[config.mk]
export PLATFORM = sky130hd
export DESIGN_NAME = spikehard_dma_read_unpacker
export DESIGN_NICKNAME = d
export VERILOG_FILES = /design/src/rtl/spikehard_dma_read_unpacker.sv
export SDC_FILE = /design/constraint.sdc
export NUM_CORES = 1
export LEC_CHECK = 0
export CORE_ASPECT_RATIO = 0.9
export CORE_MARGIN = 2
export CORE_UTILIZATION = 25
export DETAILED_ROUTE_END_ITERATION = 6
export HOLD_SLACK_MARGIN = 0.06
export PLACE_DENSITY = 0.47
export SLEW_MARGIN = 20
export SYNTH_ARGS = -nofsm -noshare
export SYNTH_HDL_FRONTEND = slang
export SYNTH_SLANG_ARGS = --single-unit
[constraint.sdc]
create_clock -name clk -period 4.4 [get_ports clk]
set_input_delay 0.44 -clock clk [delete_from_list [all_inputs] [get_ports clk]]
set_output_delay 0.44 -clock clk [all_outputs]
set_load 0.01 [all_outputs]
[src/rtl/spikehard_dma_read_unpacker.sv]
// Bridges the 64-bit ESP DMA read port to the spikehard core's 32-bit word stream.
// Issues one DMA read per request and unpacks each beat into words, lower half first.
module spikehard_dma_read_unpacker #(
  parameter int DMA_BUS_WIDTH = 64,
  parameter int WORD_WIDTH    = 32
) (
  input  logic                     clk,
  input  logic                     rst,
  input  logic                     req_valid,
  output logic                     req_ready,
  input  logic [31:0]              req_index,
  input  logic [31:0]              req_length,
  output logic                     dma_read_ctrl_valid,
  input  logic                     dma_read_ctrl_ready,
  output logic [31:0]              dma_read_ctrl_data_index,
  output logic [31:0]              dma_read_ctrl_data_length,
  output logic [2:0]               dma_read_ctrl_data_size,
  input  logic                     dma_read_chnl_valid,
  output logic                     dma_read_chnl_ready,
  input  logic [DMA_BUS_WIDTH-1:0] dma_read_chnl_data,
  output logic                     out_valid,
  input  logic                     out_ready,
  output logic [WORD_WIDTH-1:0]    out_data,
  output logic                     out_last,
  output logic                     done
);

  localparam int R     = DMA_BUS_WIDTH / WORD_WIDTH;
  localparam int LOG2R = $clog2(R);
  localparam int SEL_W = (R > 1) ? LOG2R : 1;
  localparam logic [31:0] TAIL_MASK = 32'(R - 1);
  localparam logic [2:0]  SIZE_CODE = 3'($clog2(DMA_BUS_WIDTH / 8));

  typedef enum logic [1:0] {S_IDLE, S_CTRL, S_DATA} state_t;

  state_t                   r_state;
  state_t                   w_state_next;
  logic [31:0]              r_index;
  logic [31:0]              r_beats;
  logic [31:0]              r_beats_left;
  logic [31:0]              r_words_left;
  logic [DMA_BUS_WIDTH-1:0] r_buf;
  logic                     r_buf_valid;
  logic [SEL_W-1:0]         r_sel;
  logic                     r_done;

  logic [31:0]              w_req_beats;
  logic                     w_consume;
  logic                     w_last_word;
  logic                     w_buf_empty;
  logic                     w_chnl_ready;
  logic                     w_beat;
  logic [WORD_WIDTH-1:0]    w_words [R];

  // Round the word count up to whole beats; a partial tail still needs its beat.
  assign w_req_beats = (req_length >> LOG2R) + 32'(|(req_length & TAIL_MASK));

  generate
    for (genvar gi = 0; gi < R; gi++) begin : g_word
      assign w_words[gi] = r_buf[gi*WORD_WIDTH +: WORD_WIDTH];
    end
  endgenerate

  assign w_consume   = r_buf_valid & out_ready;
  assign w_last_word = (r_words_left == 32'd1);
  assign w_buf_empty = w_consume & ((r_sel == SEL_W'(R - 1)) | w_last_word);
  // Refill in the same cycle the final word of the buffer leaves, so beats stream without a bubble.
  assign w_chnl_ready = (r_state == S_DATA) & (r_beats_left != 32'd0) &
                        (~r_buf_valid | w_buf_empty);
  assign w_beat = w_chnl_ready & dma_read_chnl_valid;

  assign req_ready                 = (r_state == S_IDLE);
  assign dma_read_ctrl_valid       = (r_state == S_CTRL);
  assign dma_read_ctrl_data_index  = r_index;
  assign dma_read_ctrl_data_length = r_beats;
  assign dma_read_ctrl_data_size   = SIZE_CODE;
  assign dma_read_chnl_ready       = w_chnl_ready;
  assign out_valid                 = r_buf_valid;
  assign out_data                  = w_words[r_sel];
  assign out_last                  = r_buf_valid & w_last_word;
  assign done                      = r_done;

  always_ff @(posedge clk) begin
    if (rst) begin
      r_state <= S_IDLE;
    end else begin
      r_state <= w_state_next;
    end
  end

  always_comb begin
    w_state_next = r_state;
    case (r_state)
      S_IDLE: if (req_valid && (req_length != 32'd0)) w_state_next = S_CTRL;
      S_CTRL: if (dma_read_ctrl_ready) w_state_next = S_DATA;
      S_DATA: if (w_consume && w_last_word) w_state_next = S_IDLE;
      default: w_state_next = S_IDLE;
    endcase
  end

  always_ff @(posedge clk) begin
    if (rst) begin
      r_index      <= '0;
      r_beats      <= '0;
      r_beats_left <= '0;
      r_words_left <= '0;
      r_buf        <= '0;
      r_buf_valid  <= 1'b0;
      r_sel        <= '0;
      r_done       <= 1'b0;
    end else begin
      r_done <= 1'b0;
      case (r_state)
        S_IDLE: begin
          if (req_valid) begin
            r_index      <= req_index;
            r_beats      <= w_req_beats;
            r_beats_left <= w_req_beats;
            r_words_left <= req_length;
            if (req_length == 32'd0) r_done <= 1'b1;
          end
        end
        S_DATA: begin
          if (w_beat) begin
            r_buf        <= dma_read_chnl_data;
            r_buf_valid  <= 1'b1;
            r_sel        <= '0;
            r_beats_left <= r_beats_left - 32'd1;
          end else if (w_buf_empty) begin
            r_buf_valid <= 1'b0;
          end else if (w_consume) begin
            r_sel <= r_sel + 1'b1;
          end
          if (w_consume) begin
            r_words_left <= r_words_left - 32'd1;
            if (w_last_word) r_done <= 1'b1;
          end
        end
        default: ;
      endcase
    end
  end

endmodule

* Yosys cells after proc, flatten, opt, wreduce, memory -nomap -nowiden
Index checks and enable logic that the tools add are counted.
Storage, ports and cells: RAM bits 0, logic and storage cells 73, bits in registers 197, memories kept 0, output and inout port bits 105, bits in latches 0, bits in read-only memories 0
Operators by class: shifts and indexed selects 0, multiply operators 0, magnitude comparators 1, eq/ne operators 10, reduce and logical (&&, ||, !) cells 16, muxes and demuxes 23, add/sub/neg operators 4, bitwise operators 10, divide/modulo/power cells 0
Operators by type and width (count):
- 32-bit 2-to-1 mux | 7
- 32-bit case mux with 2 select lines | 2
- 32-bit nonzero test | 2
- 32-bit by 1-bit subtractor with 32-bit output (second input constant) | 2
- 31-bit by 1-bit adder with 32-bit output | 1
- 32-bit by 1-bit equality test with 1-bit output (second input constant) | 1
- 32-bit logical NOT | 1
- 3-bit AND reduction | 4
- 1-bit 2-to-1 mux | 9
- 2-bit by 1-bit inequality test with 1-bit output (second input constant) | 4
- 1-bit bitwise AND | 6
- 2-bit 2-to-1 mux | 3
- 2-bit inequality test (second input constant) | 3
- 2-bit case mux with 3 select lines | 1
- 2-bit AND reduction | 3
- 2-bit nonzero test | 3
- 2-bit by 1-bit equality test with 1-bit output (second input constant) | 1
- 2-bit equality test (second input constant) | 1
- 2-bit greater-or-equal comparator (second input constant) | 1
- 1-bit logical AND | 2
- 2-bit logical NOT | 1
- 1-bit NOT with 2-bit output | 1
- 1-bit bitwise OR | 2
- 1-bit case mux with 2 select lines | 1
- 2 further kinds | 2

* Longest topological paths before layout
depth in word-level cells 8, depth in mapped cells 11, gate-level depth less buffers 9

* Worst setup path before layout
OpenSTA, ideal clock, no wires.
kind reg2reg, from register r_words_left[5], to register r_words_left[29], period minus slack after synthesis 2.389 ns, setup slack 2.011 ns, arrival time 2.271 ns, required time 4.283 ns, library setup time 0.117 ns, stages on the path, launching flop included 9, cell sequence dfxtp_1 -> nor4_2 -> and4b_1 -> buf_4 -> nand4_4 -> or4_1 -> or3_1 -> a21o_1 -> a32o_1
On the way: longest elaborated chain between the ends 3
Ends and longest elaborated chain:
- from (decl) | line 41 | logic [31:0] r_words_left;
- from (signal assigned) | line 119 | r_words_left <= req_length;
- from (signal assigned) | line 135 | r_words_left <= r_words_left - 32'd1;
- 32-bit by 1-bit subtractor with 32-bit output | line 135
- 32-bit 2-to-1 mux | line 134 | if (w_consume) begin
- 32-bit case mux with 2 select lines | line 113 | case (r_state)
No other way between the ends. The select of a mux whose other input is x is not followed. A chain may end at the register's enable or synchronous reset.

* Worst setup path in the final report
from register r_words_left[5], to output dma_read_chnl_ready
On the way: longest elaborated chain between the ends 5
Ends and longest elaborated chain:
- 32-bit by 1-bit equality test with 1-bit output | line 65 | assign w_last_word = (r_words_left == 32'd1);
- 1-bit bitwise OR | line 66 | assign w_buf_empty = w_consume & ((r_sel == SEL_W'(R - 1)) | w_last_word);
- 1-bit bitwise AND | line 66
- 1-bit bitwise OR | line 69 | (~r_buf_valid | w_buf_empty);
- 1-bit bitwise AND | line 68 | assign w_chnl_ready = (r_state == S_DATA) & (r_beats_left != 32'd0) &
- to (decl) | line 19 | output logic dma_read_chnl_ready,
No other way between the ends.

==> reports/results.tsv <==
metric	value	unit
f_max	0.279	GHz
cts bufs inserted	17	
PostCTS Resize Cnt	0	
largest net degree at the start of global routing	106	
startpoint types	flop	
Global Route Usage Sum	0.172	
Worst Hold Class	reg -> reg	
required time of the critical path	3.96	ns
crit path buf inv count	1	
Commonest cells post-synth	275 x nand2_1, 197 x dfxtp_1, 177 x a21oi_1	
number of fill cells	4068	
clock share of power	0.355	
synth-to-layout area growth	34.2	%
Pleak	0.00444	uW
worst vdd ir	0.275	mV
Net Sw Frac	0.308	
worst path cell trace	nor4_2, nand4b_1, nor3_1, a31oi_1, nor3_1, clkdlybuf4s50_1	
setup ws final	0.810	ns
Die Width	211	um
crit path capture type	output port	
most used cell, CP	nor3_1	
die height	190	um
die area	40100	um2
Synth area leaders	dfxtp_1 41%, nand2_1 11%, a21oi_1 9.2%	
Layout Skew	0.0116	ns
Worst Path Arrival	3.15	ns
wire per inst	17.7	um
CTS tree	yes	
proportion of layout cells with a drive suffix above 1	0.0677	
Most used DFF post-synth	dfxtp_1	
Syn Inst Count	1277	
P_sw	1390	uW
final period utilization	0.816	
min Tclk post-route	3.59	ns
endpoints failing setup	0	
Core Area	38100	um2
worst relative slew slack	0.385	
1st-iter DRT viols	665	
CP delay by family, top	simple AND/OR/NAND/NOR gates	
vias per cell	4.91	
number of global-route vias before repair	9153	
GP Congestion	0.835	
post-synth top area share	0.410	
hold buffer count at cts	0	
most frequent cell after synthesis	nand2_1	
Pre-Repair DR Iteration Count	6	
critical path class	reg -> out	
Internal	3110	uW
Routed WL	34500	um
DRC	0	
synthesized flop and latch total	197	
postcts setup bufs	0	
worst slack, placed	1.08	ns
gr ovfl total	0	
Vias	9603	
Rows	68	
clk sinks	197	
initial antenna violation count	1	
RSZ-0062 raised after global routing	false	
I/O pin total	239	
Max Root-Sink Buffers	2	
fin nets	1591	
CP max stage cell	clkdlybuf4s50_1	
FFs w/ async S/R, synth	0	
Root Buffer	clkbuf_16	
power density cells	349	nW/um2
DP HPWL	24000	um
Post-synth EDFFs	0	
setup total negative slack	0	ns
post-synthesis sequential area ratio	0.410	
IO Port Bufs	235	
Reg power frac	0.442	
Crit Path Max Fanout	6	
Max Cap Viol	0	
initial core utilization	0.252	
cell taking the most area after synthesis	dfxtp_1	
Final ANT Viol Nets	0	
Syn Area/Cell	7.53	um2
Combinational Power Share	0.204	
Worst-Skew Late Latency	0.45	ns
status	finished clean	
htree depth	4	
Synth Warn #	0	
first-pass GRT wire length	54000	um
clk slew on worst S/H paths	0.07	ns
critical path's largest stage delay	0.63	ns
worst-margin pin slew	0.923	ns
mapped cell area	9620	um2
post-synth cell types	62	
final count of hold timing violations	0	
fin. max-slew vios	0	
[cell families (layout without fill, tap and decap cells)]
kind of cell | after synthesis | in the layout | share of synthesized area
AO/OA/AOI/OAI | 338 | 338 | 0.202
multiplexers | 32 | 32 | 0.0375
other | 2 | 4 | 0.000781
adder cells (fa/ha/maj) | 7 | 7 | 0.00911
flip-flops | 197 | 197 | 0.410
buffers and inverters | 110 | 295 | 0.0472
XOR/XNOR | 29 | 29 | 0.0264
AND/OR/NAND/NOR | 562 | 562 | 0.267
[through the flow]
step / instance area (um2) / hold slack, ns / util / std cells / total power [uW]
floorplan: 9620 / 0.433 / - / 1278 / 2510
global placement: 12300 / 0.439 / 0.323 / 1921 / 2950
detailed placement: 12300 / 0.445 / 0.323 / 1921 / 2950
CTS: 12900 / 0.456 / 0.338 / 1953 / 4570
global route: 12900 / 0.476 / 0.339 / 1954 / 4740
finish: 12900 / 0.453 / 0.339 / 1954 / 4500
[worst register-to-register path: cells and delay by family, from the launching register on]
kind | cells | cell delay (ns)
simple gates | 3 | 0.99
flops | 1 | 0.37
compound gates | 4 | 1.45
buf+inv | 1 | 0.34
[area by class of cell]
class	instances	area [um2]	area share
Multi-Input combinational cell	971	5250	0.407
Clock buffer	20	457	0.0354
Clock inverter	12	119	0.00921
Sequential cell	197	3940	0.306
Inverter	14	52.6	0.00407
Tap cell	490	613	0.0475
Timing Repair Buffer	249	2470	0.191
Antenna cell	1	2.50	0.000194
[flip-flops by register name (all words and copies together), names as in the netlist]
signal,cells
dma_read_ctrl_data_index,32
dma_read_ctrl_data_length,32
done,1
out_valid,1
r_beats_left,32
r_buf,64
r_sel,1
r_state,2
r_words_left,32
[placed cells by master (no fill, tap or decap), drive strengths merged, types with 5 or more instances in the layout]
| cell type | synthesis | routed |
|---|---|---|
| buf | 20 | 15 |
| mux2 | 32 | 32 |
| nor4 | 22 | 22 |
| xor2 | 18 | 18 |
| or3 | 7 | 7 |
| a211oi | 32 | 32 |
| nor3 | 41 | 41 |
| xnor2 | 11 | 11 |
| a41oi | 5 | 5 |
| and3 | 11 | 11 |
| o21ai | 74 | 74 |
| dfxtp | 197 | 197 |
| a22oi | 9 | 9 |
| inv | 14 | 19 |
| and2 | 9 | 9 |
| clkdlybuf4s50 | 0 | 234 |
| nor2 | 122 | 122 |
| nand2 | 275 | 275 |
| a21oi | 177 | 177 |
| nand3 | 28 | 28 |
| nand4 | 16 | 16 |
| clkbuf | 76 | 20 |
| ha | 7 | 7 |
[layer usage]
layer | GRT usage | part of all wire | wire length (um)
met1 | 0.239 | 0.47 | 16300
met2 | 0.278 | 0.47 | 16100
met3 | 0.0325 | 0.051 | 1760
met4 | 0.0371 | 0.010 | 357
met5 | 0 | 0 | 0
[power groups by stage]
stage | Combinational (uW) | Sequential (uW) | Clock [uW]
2_1_floorplan | 484 | 2030 | 0
3_3_place_gp | 919 | 2030 | 0
3_5_place_dp | 920 | 2030 | 0
4_1_cts | 924 | 1990 | 1650
5_1_grt | 1020 | 2010 | 1720
6_report | 917 | 1990 | 1600
[final timing paths]
check | from | end | slack, ns | cells past startpoint
setup reg to reg | r_words_left[5] | r_beats_left[9] | 1.15 | 8
setup / recovery | r_words_left[5] | dma_read_chnl_ready | 0.81 | 6
hold reg to reg | r_buf[36] | r_buf[36] | 0.45 | 2
hold / removal | r_buf[36] | r_buf[36] | 0.45 | 2
(Power assumes the default switching activity.)
